==> src/rtl/button_pkg.sv <==
// Shared button-path definitions: FSM state encoding and default timing constants
// used by the debouncer, the press classifier and the counter/LED blocks.
package button_pkg;

    typedef enum logic [1:0] {
        ST_IDLE      = 2'd0,
        ST_PRESSED   = 2'd1,
        ST_LONG_HELD = 2'd2
    } press_state_t;

    // 100 ms ticks at 25 MHz
    localparam int DEF_TICK_DIV        = 2_500_000;
    localparam int DEF_TICK_W          = 4;
    localparam int DEF_SHORT_MAX_TICKS = 3;
    localparam int DEF_LONG_MIN_TICKS  = 12;
    localparam int DEF_REPEAT_TICKS    = 2;

endpackage

==> src/rtl/tick_prescaler.sv <==
// Divide-by-TICK_DIV prescaler with synchronous clear; tick is high on the wrap cycle.
module tick_prescaler #(
    parameter int TICK_DIV = 4
) (
    input  logic clk,
    input  logic rst,
    input  logic clr,
    output logic tick
);
    localparam int CW = (TICK_DIV > 2) ? $clog2(TICK_DIV) : 1;
    localparam logic [CW-1:0] LAST = CW'(TICK_DIV - 1);

    logic [CW-1:0] cnt_reg;
    logic [CW-1:0] cnt_next;

    assign tick = ~clr & (cnt_reg == LAST);

    always_comb begin
        cnt_next = cnt_reg + 1'b1;
        if (clr || tick) begin
            cnt_next = '0;
        end
    end

    always_ff @(posedge clk or posedge rst) begin
        if (rst) begin
            cnt_reg <= '0;
        end else begin
            cnt_reg <= cnt_next;
        end
    end

endmodule

==> src/rtl/press_classifier.sv <==
// Times debounced button presses in prescaled ticks and emits one-cycle
// short/mid/long classification pulses plus auto-repeat while a long press is held.
module press_classifier
    import button_pkg::*;
#(
    parameter int TICK_DIV        = DEF_TICK_DIV,
    parameter int TICK_W          = DEF_TICK_W,
    parameter int SHORT_MAX_TICKS = DEF_SHORT_MAX_TICKS,
    parameter int LONG_MIN_TICKS  = DEF_LONG_MIN_TICKS,
    parameter int REPEAT_TICKS    = DEF_REPEAT_TICKS
) (
    input  logic              clk,
    input  logic              rst,
    input  logic              pb_state,
    input  logic              pb_down,
    input  logic              pb_up,
    output logic              short_press,
    output logic              mid_press,
    output logic              long_press,
    output logic              repeat_pulse,
    output logic [TICK_W-1:0] press_ticks,
    output logic              busy
);
    localparam int RW = (REPEAT_TICKS > 1) ? $clog2(REPEAT_TICKS) : 1;
    localparam logic [TICK_W-1:0] TICK_MAX  = '1;
    localparam logic [TICK_W-1:0] SHORT_LIM = TICK_W'(SHORT_MAX_TICKS);
    localparam logic [TICK_W-1:0] LONG_LIM  = TICK_W'(LONG_MIN_TICKS);
    localparam logic [RW-1:0]     RPT_LAST  = RW'(REPEAT_TICKS - 1);

    press_state_t      state_reg, state_next;
    logic [TICK_W-1:0] tick_cnt_reg, tick_cnt_next;
    logic [RW-1:0]     rpt_cnt_reg, rpt_cnt_next;
    logic              short_reg, short_next;
    logic              mid_reg, mid_next;
    logic              long_reg, long_next;
    logic              repeat_reg, repeat_next;

    logic              tick;
    logic              press_ev;
    logic              release_ev;
    logic [TICK_W-1:0] tick_inc;

    assign press_ev   = pb_down & ~pb_up;
    // The level term recovers from a pb_up pulse that was never seen
    assign release_ev = pb_up | pb_state;
    assign tick_inc   = (tick_cnt_reg == TICK_MAX) ? tick_cnt_reg : tick_cnt_reg + 1'b1;

    // Held in clear while idle, so every press starts from a fresh tick phase
    tick_prescaler #(
        .TICK_DIV (TICK_DIV)
    ) u_prescaler (
        .clk  (clk),
        .rst  (rst),
        .clr  (state_reg == ST_IDLE),
        .tick (tick)
    );

    always_comb begin
        state_next    = state_reg;
        tick_cnt_next = tick_cnt_reg;
        rpt_cnt_next  = rpt_cnt_reg;
        short_next    = 1'b0;
        mid_next      = 1'b0;
        long_next     = 1'b0;
        repeat_next   = 1'b0;

        case (state_reg)
            ST_IDLE: begin
                if (press_ev) begin
                    state_next    = ST_PRESSED;
                    tick_cnt_next = '0;
                    rpt_cnt_next  = '0;
                end
            end
            ST_PRESSED: begin
                // A release in the same cycle as a tick drops that tick
                if (release_ev) begin
                    state_next = ST_IDLE;
                    if (tick_cnt_reg <= SHORT_LIM) begin
                        short_next = 1'b1;
                    end else begin
                        mid_next = 1'b1;
                    end
                end else if (tick) begin
                    tick_cnt_next = tick_inc;
                    if (tick_inc == LONG_LIM) begin
                        long_next    = 1'b1;
                        state_next   = ST_LONG_HELD;
                        rpt_cnt_next = '0;
                    end
                end
            end
            ST_LONG_HELD: begin
                if (release_ev) begin
                    state_next = ST_IDLE;
                end else if (tick) begin
                    tick_cnt_next = tick_inc;
                    if (rpt_cnt_reg == RPT_LAST) begin
                        rpt_cnt_next = '0;
                        repeat_next  = 1'b1;
                    end else begin
                        rpt_cnt_next = rpt_cnt_reg + 1'b1;
                    end
                end
            end
            default: begin
                state_next = ST_IDLE;
            end
        endcase
    end

    always_ff @(posedge clk or posedge rst) begin
        if (rst) begin
            state_reg    <= ST_IDLE;
            tick_cnt_reg <= '0;
            rpt_cnt_reg  <= '0;
            short_reg    <= 1'b0;
            mid_reg      <= 1'b0;
            long_reg     <= 1'b0;
            repeat_reg   <= 1'b0;
        end else begin
            state_reg    <= state_next;
            tick_cnt_reg <= tick_cnt_next;
            rpt_cnt_reg  <= rpt_cnt_next;
            short_reg    <= short_next;
            mid_reg      <= mid_next;
            long_reg     <= long_next;
            repeat_reg   <= repeat_next;
        end
    end

    // The tick counter only changes while busy, so it doubles as the frozen result
    assign press_ticks  = tick_cnt_reg;
    assign busy         = (state_reg != ST_IDLE);
    assign short_press  = short_reg;
    assign mid_press    = mid_reg;
    assign long_press   = long_reg;
    assign repeat_pulse = repeat_reg;

endmodule

==> config.mk <==
export PLATFORM = sky130hd
export DESIGN_NAME = press_classifier
export DESIGN_NICKNAME = d
export VERILOG_FILES = /design/src/rtl/button_pkg.sv /design/src/rtl/tick_prescaler.sv /design/src/rtl/press_classifier.sv
export SDC_FILE = /design/constraint.sdc
export NUM_CORES = 1
export LEC_CHECK = 0
export BUFFER_PORTS_ARGS = -buffer_cell sky130_fd_sc_hd__buf_2
export CAP_MARGIN = 30
export CORE_MARGIN = 2
export CORE_UTILIZATION = 58
export DETAILED_ROUTE_END_ITERATION = 7
export GPL_TIMING_DRIVEN = 0
export MAX_ROUTING_LAYER = met4
export PLACE_DENSITY_LB_ADDON = 0.2
export SETUP_SLACK_MARGIN = 0.05
export SYNTH_ARGS = -nofsm -noshare
export SYNTH_HDL_FRONTEND = slang
export SYNTH_SLANG_ARGS = --single-unit
==> constraint.sdc <==
create_clock -name clk -period 5.35 [get_ports clk]
set_input_delay 0.2675 -clock clk [delete_from_list [all_inputs] [get_ports clk]]
set_output_delay 0.2675 -clock clk [all_outputs]
set_load 0.02 [all_outputs]
==> results.toml, run 1 <==
[place]
dp_cells = 256
hpwl_um = 2740
place_congestion = 0.897
place_ws_ns = 3.00
port_buffers = 13

[logic_synthesis]
yosysMostFrequentCell = "dfrtp_1"
synth_edf_count = 0
syn-instance-count = 198
yosys_warnings = 0
synth_top_area_cell = "dfrtp_1"
synth_ff_type = "dfrtp_1"
synth_nets = 210
synth_top_cell_area_share_pct = 44.3
postSynthAreaPerCell_sq_um = 9.42
synthDistinctLibCells = 40
ys_ff_latch = 33
ys_async_sr_fraction_pct = 100
netlist_area_sq_um = 1860
synth_common_cells = "dfrtp_1, nor2_1, nand3_1, nand2_1, inv_1"
ys_seq_area_share_pct = 44.3
synth_area_leaders = "dfrtp_1, nor2_1, ha_1"

[route]
drtIter0Drc = 69
wl_met2_um = 1920
wl_um = 3720
wl_met3_um = 145
top_layer = "met4"
wl_per_cell_um = 14.1
drc_errors = 0
vias_per_cell = 5.83
vias = 1539
drtAntennaViolNets = 0
dr.pass1.iters = 4
wl_met1_um = 1590

[power_and_ir_drop]
p_per_area_nw_per_um2 = 277
p_leak_uw = 0.000898
vdd_drop_max_mv = 0.173

[grt]
track_usage_pct = 23.8
grt_start_max_net_pins = 26
gr-total-overflow = 0
antenna_found_initial = 0
grt_pass1_wl_um = 6200
grt_pass1_vias = 1416

[sta]
finalWorstSetupSlack_ns = 2.99
max_freq_mhz = 423
hold_viol = 0
relSlewSlack_pct = 53.1
final-setup-viol-count = 0
fin_crit_sh_pct = 44.2
rsz0062_at_grt = "false"
fin_worst_skew_ns = 0.00562
min_period_ns = 2.36
tightestPinTransition_ns = 0.698
drv_slew = 0
finalSetupTns_ns = 0

[worst_setup_path]
worstSetupPathType = "flop to flop"
r2r_slack_ns = 2.99
critPathCaptureType = "flop"
crit_fanout = 10
worstPathRequired_ns = 5.55
cp.arrival_ns = 2.56
start_kind = "flop"

[floorplanning]
die-height_um = 60.7
io_pins = 14
dieArea_sq_um = 3680
die_w_um = 60.7
start_util_pct = 61.1
core_area_sq_um = 3050
rows = 20

[cts]
cts.sinks = 33
cts_tree = "built"
post_cts_buffers = 0
numCtsBuffers = 5
cts_buffer_depth = 2
clkLatencyLatePin_ns = 0.33
cts.htree.levels = 2
cts_root_buf = "clkbuf_4"
clk_pin_slew_ns = 0.10

[cells_and_area]
final_cells = 264
largest_reg_flops = 22
nFillCells = 248
layout-drive-gt1-share_pct = 11.8
fin_nets = 232
area_growth_pct = 11.4
diodes = 0

[worst_hold_path]
hp-class = "input pin to flop"

[flow_run]
cap_violations = 0

[outcome]
status = "complete, no violations"
cells by family (layout without fill, tap and decap cells):
| group | Yosys count | after routing | synth area share, % |
|---|---|---|---|
| muxes | 3 | 3 | 1.61 |
| buffers and inverters | 15 | 37 | 3.02 |
| DFF | 33 | 33 | 44.3 |
| and+or+nand+nor | 96 | 96 | 28.1 |
| AOI/OAI and AO/OA | 26 | 26 | 9.87 |
| adders and majority gates | 7 | 7 | 4.70 |
| xor gates and xnor gates | 18 | 18 | 8.46 |
final cells by class:
| class | instances | area [sq um] | area share (%) |
|---|---|---|---|
| flip-flops and latches | 33 | 826 | 39.8 |
| multi-input cells | 150 | 982 | 47.3 |
| inverters | 11 | 41.3 | 1.99 |
| repair buffers | 15 | 103 | 4.94 |
| plain buffers | 4 | 15.0 | 0.723 |
| clock buffers | 7 | 55.1 | 2.65 |
| well taps | 44 | 55.1 | 2.65 |
routing by layer:
layer / up-vias / global-route usage [%]
li1: 750 / -
met1: 743 / 27.4
met2: 38 / 39.9
met3: 8 / 6.40
met4: 0 / 8.39
met5: - / -
report_power, final:
group | internal (uW) | switching (uW) | leakage (uW) | total, uW
Combinational | 46.1 | 111 | 0.000411 | 157
Sequential | 264 | 12.5 | 0.000456 | 276
Clock | 62.0 | 80.2 | 0.0000314 | 142
Total | 372 | 203 | 0.000898 | 575
worst max-delay path: stages (launching register included):
cell      delay (ns)
dfrtp_1         0.39
ha_1            0.23
nand4_2         0.16
or4_4           0.58
o21ai_0         0.31
clkbuf_1        0.43
nor2_1          0.11
path summary, 6_finish.rpt:
path | to | startpoint | depth (start not counted)
max | u_prescaler.cnt_reg[20]$_DFF_PP0_ | u_prescaler.cnt_reg[0]$_DFF_PP0_ | 6
min | state_reg[1]$_DFFE_PP0P_ | pb_up | 4
max reg2reg | u_prescaler.cnt_reg[20]$_DFF_PP0_ | u_prescaler.cnt_reg[0]$_DFF_PP0_ | 6
min reg2reg | u_prescaler.cnt_reg[0]$_DFF_PP0_ | u_prescaler.cnt_reg[0]$_DFF_PP0_ | 1
max in group asynchronous | u_prescaler.cnt_reg[20]$_DFF_PP0_ | rst | 4
min in group asynchronous | press_ticks[0]$_DFFE_PP0P_ | rst | 3
cells in the final DEF, fill, tap and decap left out, types with 4 or more instances in the layout:
master,count
inv_1,11
or3_1,4
nand2_1,12
dfrtp_1,33
clkbuf_1,5
ha_1,7
nand3_1,16
xor2_1,9
nand2b_1,4
o21ai_0,7
nand4_1,4
nor3_1,9
nor2_1,26
a21oi_1,7
buf_2,13
xnor2_1,9
clkbuf_4,5
per-stage QoR:
step	hold slack, ns	util [%]	power, uW	area [sq um]
final	0.306	68.0	575	2080
after floorplan	0.396	-	389	1860
after CTS	0.291	68.0	578	2080
after detailed placement	0.276	65.9	436	2010
after global routing	0.328	68.0	608	2080
after global placement	0.468	65.0	427	1980
what timing repair did:
| action | CTS | global route |
|---|---|---|
| resized for setup | 0 | 0 |
| hold buffers | 1 | 0 |
| endpoints found under the hold margin | 8 | 0 |
Note: power is estimated with default switching activity, not from simulation.
==> run 2, diff against run 1 <==
==> constraint.sdc (replaced) <==
create_clock -name clk -period 2.4 [get_ports clk]
set_input_delay 0.12 -clock clk [delete_from_list [all_inputs] [get_ports clk]]
set_output_delay 0.12 -clock clk [all_outputs]
set_load 0.02 [all_outputs]
==> results.toml, run 2 (same netlist as run 1, synthesis figures left out) <==
[worst_setup_path]
crit_path_max_incr_delay_ns = 0.46
worstPathRequired_ns = 2.63
start_kind = "flop"
r2r_end = "rpt_cnt_reg$_DFFE_PP0P_"
cp_slowest_cell = "dfrtp_2"
critPathCaptureType = "flop"
r2r_slack_ns = 0.14
r2r_start = "press_ticks[0]$_DFFE_PP0P_"
cp.arrival_ns = 2.49
reg2reg_depth = 6
worstSetupPathType = "flop to flop"
crit_fanout = 6
cp_cell_sequence = "ha_1 -> or3_1 -> a2bb2oi_1 -> a2111oi_2 -> o21ai_1 -> a211o_1"

[cts]
clk_pin_slew_ns = 0.10
cts.sinks = 33
cts_root_buf = "clkbuf_4"
cts.htree.levels = 2
cts_buffer_depth = 2
numCtsBuffers = 5
clkLatencyLatePin_ns = 0.33
cts_tree = "built"

[route]
drtAntennaViolNets = 0
vias_per_cell = 5.78
dr.pass1.iters = 4
wl_um = 3790
wl_per_cell_um = 14.3
drc_errors = 0
drtIter0Drc = 50
vias = 1532

[power_and_ir_drop]
p_switching_uw = 466
p_leak_uw = 0.000911
p_clk_share_pct = 24.3
power.internal_uw = 840
swShare_pct = 35.7
p_seq_share_pct = 47.8
combPwrFrac_pct = 28.0
p_per_area_nw_per_um2 = 613
vdd_drop_max_mv = 0.390

[place]
place_ws_ns = 0.0502
port_buffers = 13
place_area_sq_um = 2010
hpwl_um = 2740
place_congestion = 0.897

[cells_and_area]
final_common_cell = "dfrtp_1"
diodes = 0
seq_area_sq_um = 827
multi_input_area_sq_um = 1020
area_growth_pct = 14.2
layout_common_cells = "dfrtp_1, nor2_1, nand3_1"
layout-drive-gt1-share_pct = 14.5
nFillCells = 240
final_core_util_pct = 69.7
largest_reg_flops = 22
fin_nets = 233
final_cell_area_sq_um = 2130

[grt]
grt_pass1_vias = 1416
gr-total-overflow = 0
antenna_found_initial = 0
grt_start_max_net_pins = 26
grt_pass1_wl_um = 6200
track_usage_pct = 23.8

[worst_hold_path]
holdPathStages = 4
hold_end = "state_reg[1]$_DFFE_PP0P_"
hp-class = "input pin to flop"
hold_start = "pb_up"

[sta]
final-setup-viol-count = 0
relSlewSlack_pct = 54.4
hold_viol = 0
fin_crit_sh_pct = 94.3
fin_worst_skew_ns = 0.00958
min_period_ns = 2.26
tightestPinTransition_ns = 0.678
rsz0062_at_grt = "true"
finalWorstSetupSlack_ns = 0.138
finalSetupTns_ns = 0
drv_slew = 0
max_freq_mhz = 442

[floorplanning]
die-height_um = 60.7
dieArea_sq_um = 3680
start_util_pct = 61.1
rows = 20
io_pins = 14
die_w_um = 60.7
core_area_sq_um = 3050

[flow_run]
cap_violations = 0

[outcome]
status = "complete, no violations"
==> run 2: worst max-delay path: cells and delay by family, from the launching register on <==
family / cells / cell delay (ns)
AO/OA/AOI/OAI: 4 / 0.99
adder cells (fa/ha/maj): 1 / 0.33
flip-flops: 1 / 0.46
AND/OR/NAND/NOR: 1 / 0.38
==> run 2: how the worst max path moves through the flow <==
stage                                                start                           endpoint  slack [ns]  cells past startpoint
after detailed placement  u_prescaler.cnt_reg[0]$_DFF_PP0_  u_prescaler.cnt_reg[20]$_DFF_PP0_        0.05                      6
after floorplan                 press_ticks[0]$_DFFE_PP0P_            rpt_cnt_reg$_DFFE_PP0P_        0.17                      6
after global routing            press_ticks[0]$_DFFE_PP0P_            rpt_cnt_reg$_DFFE_PP0P_       0.003                      6
after CTS                 u_prescaler.cnt_reg[0]$_DFF_PP0_   u_prescaler.cnt_reg[8]$_DFF_PP0_        0.06                      6
final                           press_ticks[0]$_DFFE_PP0P_            rpt_cnt_reg$_DFFE_PP0P_        0.14                      6
after global placement    u_prescaler.cnt_reg[0]$_DFF_PP0_         press_ticks[1]$_DFFE_PP0P_        0.14                      6
==> run 2: area by class of cell <==
cell class,count,share of cell area [%]
well taps,44,2.59
multi-input cells,150,48.0
plain buffers,4,0.823
inverters,11,1.94
repair buffers,16,5.17
flip-flops and latches,33,38.9
clock buffers,7,2.59
==> run 2: through the flow <==
| stage | cells | hold WS (ns) | power [uW] |
|---|---|---|---|
| after floorplan | 198 | 0.249 | 868 |
| after global placement | 255 | 0.468 | 951 |
| after detailed placement | 256 | 0.128 | 973 |
| after CTS | 264 | 0.143 | 1290 |
| after global routing | 265 | 0.180 | 1380 |
| final | 265 | 0.159 | 1310 |
==> run 2: power by group through the flow <==
stage | sequential, uW | combinational [uW] | clock, uW
final | 623 | 365 | 317
after global routing | 628 | 406 | 346
after CTS | 616 | 351 | 324
after detailed placement | 627 | 346 | 0
after global placement | 625 | 327 | 0
after floorplan | 630 | 237 | 0
==> run 2: layer usage <==
metal	vias to the layer above	routed length (um)	track usage, %
met3	6	133	6.40
li1	750	-	-
met1	742	1610	27.4
met4	0	51	8.39
met2	34	1990	39.9
met5	-	0	-
==> run 2: repair_timing <==
action / CTS / global route
pin swaps: 0 / 1
buffers inserted: 0 / 1
hold buffers: 1 / 0
endpoints found under the hold margin: 8 / 0
cloned: 0 / 0
resized for setup: 1 / 10
endpoints found under the setup margin: 3 / 16
